`config.mk`:
```
export PLATFORM = sky130hd
export DESIGN_NAME = flex_counter_ud
export DESIGN_NICKNAME = d
export VERILOG_FILES = /design/src/rtl/flex_counter_ud.sv
export SDC_FILE = /design/constraint.sdc
export NUM_CORES = 1
export LEC_CHECK = 0
export CAP_MARGIN = 0
export CORE_ASPECT_RATIO = 0.9
export CORE_UTILIZATION = 34
export DETAILED_ROUTE_END_ITERATION = 6
export PLACE_DENSITY = 0.68
export SYNTH_ARGS = -nofsm -noshare
export SYNTH_HDL_FRONTEND = slang
export SYNTH_SLANG_ARGS = --single-unit
```
`constraint.sdc`:
```
create_clock -name clk -period 4.7 [get_ports clk]
set_input_delay 0.705 -clock clk [delete_from_list [all_inputs] [get_ports clk]]
set_output_delay 0.705 -clock clk [all_outputs]
set_load 0.02 [all_outputs]
```
`src/rtl/flex_counter_ud.sv`:
```
// flex_counter_ud: up/down counter over [1, rollover_val] with wrap or one-shot stop.
// Registered rollover flag, wrap pulse and sticky done flag; async active-low reset.
module flex_counter_ud #(
    parameter int NUM_CNT_BITS = 4
) (
    input  logic                    clk,
    input  logic                    n_rst,
    input  logic                    clear,
    input  logic                    load,
    input  logic [NUM_CNT_BITS-1:0] load_val,
    input  logic                    count_enable,
    input  logic                    count_up,
    input  logic                    one_shot,
    input  logic [NUM_CNT_BITS-1:0] rollover_val,
    output logic [NUM_CNT_BITS-1:0] count_out,
    output logic                    rollover_flag,
    output logic                    wrap_pulse,
    output logic                    done
);
    localparam logic [NUM_CNT_BITS-1:0] ONE = 1;

    typedef enum logic [1:0] {IDLE, RUN, DONE} state_t;

    state_t                  r_state, w_next_state;
    logic [NUM_CNT_BITS-1:0] r_count, w_next_count, w_term, w_step_count;
    logic                    r_flag, w_next_flag;
    logic                    r_wrap, w_next_wrap;
    logic                    r_done, w_next_done;
    logic                    w_at_end, w_step;

    always_comb begin
        w_term       = count_up ? rollover_val : ONE;
        w_at_end     = count_up ? (r_count >= rollover_val) : (r_count <= ONE);
        w_step       = count_enable && (rollover_val != '0) && (r_state != DONE);
        // Leaving IDLE and wrapping both land on the start value for the direction
        w_step_count = (r_state == IDLE || w_at_end) ? (count_up ? ONE : rollover_val)
                                                     : (count_up ? r_count + ONE : r_count - ONE);
        w_next_state = r_state;
        w_next_count = r_count;
        w_next_flag  = r_flag;
        w_next_done  = r_done;
        w_next_wrap  = 1'b0;
        if (clear) begin
            w_next_state = IDLE;
            w_next_count = '0;
            w_next_flag  = 1'b0;
            w_next_done  = 1'b0;
        end else if (load) begin
            w_next_state = RUN;
            w_next_count = load_val;
            w_next_flag  = (rollover_val != '0) && (load_val == w_term);
            w_next_done  = 1'b0;
        end else if (w_step) begin
            if (r_state == RUN && w_at_end && one_shot) begin
                w_next_state = DONE;
                w_next_done  = 1'b1;
            end else begin
                w_next_state = RUN;
                w_next_count = w_step_count;
                w_next_wrap  = (r_state == RUN) && w_at_end;
            end
            w_next_flag = (w_next_count == w_term);
        end
    end

    always_ff @(posedge clk or negedge n_rst) begin
        if (!n_rst) begin
            r_state <= IDLE;
            r_count <= '0;
            r_flag  <= 1'b0;
            r_wrap  <= 1'b0;
            r_done  <= 1'b0;
        end else begin
            r_state <= w_next_state;
            r_count <= w_next_count;
            r_flag  <= w_next_flag;
            r_wrap  <= w_next_wrap;
            r_done  <= w_next_done;
        end
    end

    assign count_out     = r_count;
    assign rollover_flag = r_flag;
    assign wrap_pulse    = r_wrap;
    assign done          = r_done;
endmodule

```
---- Word-level counts from Yosys, hierarchy flattened ----
Cells that the tools add are included.
cells by class
  order comparisons ....................... 2
  equality and inequality tests ........... 4
  add/subtract/negate cells ............... 2
  reductions and logical operators ........ 11
  mux-type cells .......................... 27
operators by type and width
  kind                                                  count
  two-way mux 4 bit                                     11
  two-way mux 1 bit                                     12
  == test 4 bit                                         2
  two-way mux 2 bit                                     4
  nonzero test 3 bit                                    2
  logical AND 1 bit                                     5
  adder 4 x 1 -> 4 bit (second input constant)          1
  >= comparator 4 bit                                   1
  <= comparator 4 x 1 -> 1 bit (second input constant)  1
  nonzero test 4 bit                                    1
  subtractor 4 x 1 -> 4 bit (second input constant)     1
  == test 2 x 1 -> 1 bit (second input constant)        1
  zero test 2 bit                                       1
  inequality test 2 bit (second input constant)         1
  AND reduction 2 bit                                   1
  logical OR 1 bit                                      1
storage, ports and cells
  output and inout port bits .............. 7
  register bits ........................... 9

---- Longest topological paths before layout ----
  depth in word-level cells ............... 12
  depth in mapped cells ................... 11
  gate-level depth less buffers ........... 9

---- Worst setup path before layout ----
Ideal clock, no wire load.
  path type ............................... input port to flip-flop
  start point ............................. input port rollover_val[3]
  end point ............................... register r_flag, in the netlist rollover_flag
  data arrival time ....................... 3198 ps
  slack ................................... 1406 ps
  stages .................................. 10
  library setup time ...................... 95 ps
  path buffers ............................ 1
  cell sequence ........................... buf_4 inv_1 ha_1 o211ai_1 o211a_1 a221o_1 and3_1 or4_1 or4_1 o31ai_1
on the way
  cells in the longest elaborated chain, start to end .. 12
  elaborated cells on any way between the ends .. 22
  those cells by class .................... order compare (1); eq/ne (2); mux (11); reduce/logical (8)
RTL lines
  element                                                        RTL line  text
  start, declared                                                14        input logic [NUM_CNT_BITS-1:0] rollover_val,
  >= comparator 4 bit                                            33        w_at_end = count_up ? (r_count >= rollover_val) : (r_count <= ONE);
  two-way mux 1 bit                                              33
  logical OR 1 bit / logical AND 1 bit (equally long branches)   36, 54
  two-way mux 4 bit / logical AND 1 bit (equally long branches)  36, 54
  two-way mux 4 bit                                              54        if (r_state == RUN && w_at_end && one_shot) begin
  two-way mux 4 bit                                              53        end else if (w_step) begin
  two-way mux 4 bit                                              48        end else if (load) begin
  two-way mux 4 bit                                              43        if (clear) begin
  == test 4 bit                                                  62        w_next_flag = (w_next_count == w_term);
  two-way mux 1 bit                                              53
  two-way mux 1 bit                                              48
  two-way mux 1 bit                                              43
  end signal, assigned                                           76        r_flag <= w_next_flag;
  end, declared                                                  26        logic r_flag, w_next_flag;
Several ways; a longest one is shown, not always the timed one. The select of a mux whose other input is x is not followed.
A chain may end at the register's enable or synchronous reset.

---- Final worst setup path ----
Same ends and word-level chain as after synthesis.

==> summary.txt <==
Setup path
  – Maximum fanout encountered on the critical timing path: 10
  – Required arrival time at the worst endpoint: just under 5 ns
  – Number of cell instances on the worst register-to-register path: 9
  – CP Capture Type: register
  – Worst endpoint data arrival time: ~4.1 ns
  – Setup CP Type: primary input to register
  – Kind of launch point of the worst setup path: primary input

Floorplan
  – Die area: around 3600 um^2
  – Die extent in y: ~57 um
  – Number of core rows: 19
  – Die width: 63.2 um
  – Effective utilization at floorplan: a little over a third
  – IO Count: 22
  – Placeable core area: 3140 um^2

Clock tree
  – Clock sinks: 9
  – Setup Buffers After CTS: 0
  – Buffer type at the clock tree root: clkbuf_8
  – CTS tree: built
  – Number of hold buffers added after CTS: 0
  – Clk_lat worst skew: 0.23 ns
  – CTS HTree Levels: 1
  – Post-cts gate resize count: 0
  – Clk pin slew, worst setup/hold paths: 0.04 ns
  – Number of buffers added by the clock tree synthesis step: 3
  – CTS max path bufs: 2

Final layout
  – Count of antenna diodes in the layout: 0
  – Nets@finish: around 200
  – Final design instance area without fill: between 1000 and 1500 um^2
  – Proportion of layout cells with a drive suffix above 1: between 4 and 5%
  – Relative area change from synthesis to final layout: 22.2%

STA
  – Final count of pins violating max slew: 0
  – Max Clk Rate: approximately 0.25 GHz
  – Final Hold Viols: 0
  – Worst setup skew after layout: about 0.0017 ns
  – Measured slew at the worst slew-check pin: 0.658 ns
  – Final worst hold slack: ~0.5 ns
  – Fin worst setup slack: approximately 0.76 ns
  – Final total negative setup slack: 0 ns
  – Post-layout min period: roughly 4 ns
  – Number of failing setup endpoints in the final timing report: 0
  – Worst slew margin relative to its limit: between 50 and 60%
  – RSZ-0062 raised after global routing: no
  – Final period util: between 80 and 90%

Yosys
  – Count of flip-flops with a built-in enable after synthesis: 0
  – Sequential fraction of the synthesis area: roughly a fifth
  – Average footprint of a synthesized cell: 7.29 um^2
  – Dominant synthesized flop cell: dfrtp_1
  – Post-synthesis instance area: roughly 1100 um^2
  – Post-synthesis cell type count: 43
  – Cell accounting for the most synthesized area: dfrtp_1
  – Yosys top cell area share: 19.7%
  – Post-Synthesis Cells: 157
  – Yosys Warn Count: 0
  – Biggest area contributors in the synthesized netlist: dfrtp_1, ha_1, a21oi_1
  – Synth Net Count: 179
  – Share of flip-flops with an asynchronous set or reset: 100%
  – Post-synthesis sequential element count: 9

Hold path
  – Classification of the worst-slack hold path: register to register
  – Depth of the worst hold-timing path: 1

Pwr
  – Worst IR Drop VDD: around 0.14 mV
  – Static leakage power: between 0.5 and 0.6 nW
  – Clock network fraction of design power: 29.5%
  – Switching component of the power: around 0.11 mW
  – Share of total power in sequential cells: a little under a third
  – Combinational fraction of design power: approximately two fifths
  – Cell area power density: around 220 nW/um^2
  – Fraction of power spent switching nets: a little over a third
  – Internal power: ~0.19 mW

Place
  – Quantity of I/O buffers inserted on ports: 21
  – Area after detailed placement: between 1000 and 1500 um^2
  – Final weighted congestion in routability-driven placement: 1.03
  – Place WS: about 0.56 ns
  – Post-detail-place hpwl: between 2000 and 2500 um

Route
  – DR WL/cell: roughly 15 um
  – Number of nets still failing antenna checks after routing: 0
  – Post-DR vias/cell: ~6
  – Wirelength, routed: 3250 um
  – Iteration count of the initial detailed-routing pass: 4
  – DRC violations left: 0
  – Via count: about 1300
  – Number of DRC violations after detailed-routing iteration 0: 100

Global routing
  – Pin count of the biggest net entering global routing: 15
  – Wire length of the first global-routing pass: about 5500 um
  – Global-route congestion overflow total: 0
  – Global-route usage over all layers: about a fifth
  – Antenna violations before repair: 0
  – Via count of the first global-routing pass: 1196

Outcome
  – Status: finished, final reports clean

Job
  – Reported max-cap violation count: 0
power by group through the flow:
stage,logic (mW),clock network (mW),registers (mW)
after global routing,0.133,0.0953,0.0921
after global placement,0.117,0,0.0917
after floorplan,0.0812,0,0.0903
final,0.121,0.0889,0.0912
after detailed placement,0.118,0,0.0922
after CTS,0.119,0.0898,0.0910
sequential cells by signal (all words and copies together) (netlist names):
register and flops:
done 1, wrap_pulse 1, r_state 2, rollover_flag 1, count_out 4
metal layers:
| metal | global-route usage [%] | part of all wire, % | vias up |
|---|---|---|---|
| met5 | 0 | 0 | - |
| met4 | 5.98 | 2.0 | 0 |
| met3 | 5.40 | 9.5 | 8 |
| met2 | 30.0 | 45 | 80 |
| met1 | 25.6 | 43 | 575 |
| li1 | - | - | 606 |
critical path, stage by stage:
cell and delay, ns:
clkdlybuf4s50_1 0.70, inv_1 0.14, ha_1 0.33, o211ai_1 0.11
o211ai_1 0.30, nor3_1 0.12, or4_1 0.42, or4_1 0.49
or4_1 0.52, o31ai_1 0.24
cells in the final DEF, fill, tap and decap left out, types with 4 or more instances in the layout:
cell type and count:
nand3_1 5, or4_1 4, a21oi_1 15, clkdlybuf4s50_1 21, inv_1 12, nor2_1 15, nor3_1 5, nand2_1 11
dfrtp_1 9, o21ai_0 6, a31oi_1 7, ha_1 7, mux2i_1 5
final cells by class:
class	count	area (um^2)
clock buffer	4	45.0
fill	333	1740
inverter	12	45.0
multi-input combinational	124	806
sequential	9	225
tap	42	52.6
timing repair buffer	23	225
cell usage after synthesis (2+ instances only):
master	number
a21oi_1	15
nand2b_1	2
nor3b_1	2
a31oi_1	7
o221ai_1	2
clkbuf_1	7
a22oi_1	2
xnor2_1	3
o21ai_0	6
ha_1	7
and3_1	2
o21a_1	2
o211ai_1	2
a21o_1	3
nor3_1	5
nor2_1	15
nor4_1	3
buf_4	2
or4_1	4
nand2_1	11
mux2i_1	5
nand3_1	5
or3_1	2
buf_6	2
inv_1	12
a211o_1	2
nand3b_1	3
dfrtp_1	9
stage by stage:
stage               power, mW  std cells  util, %
floorplan               0.172        157        -
global placement        0.208        210     43.1
detailed placement      0.211        210     43.1
CTS                     0.300        214     44.6
global route            0.321        214     44.6
finish                  0.301        214     44.6
kinds of logic after synthesis:
| logic type | share of synthesized area, % |
|---|---|
| buffers and inverters | 9.94 |
| adder cells (fa/ha/maj) | 7.65 |
| AO/OA/AOI/OAI | 28.1 |
| multiplexers | 5.36 |
| flip-flops | 19.7 |
| XOR/XNOR | 2.30 |
| AND/OR/NAND/NOR | 27.0 |
worst paths after layout:
| kind | from | endpoint | slack, ns |
|---|---|---|---|
| worst max register to register | count_out[0]$_DFFE_PN0P_ | rollover_flag$_DFFE_PN0P_ | 1.44 |
| worst min-delay path | done$_DFFE_PN0P_ | done$_DFFE_PN0P_ | 0.49 |
| worst min register to register | done$_DFFE_PN0P_ | done$_DFFE_PN0P_ | 0.49 |
| worst max-delay path | rollover_val[3] | rollover_flag$_DFFE_PN0P_ | 0.76 |
| min in group asynchronous | n_rst | count_out[2]$_DFFE_PN0P_ | 0.77 |
| max in group asynchronous | n_rst | done$_DFFE_PN0P_ | 3.65 |
No activity file was read; power rests on OpenSTA's default activity.
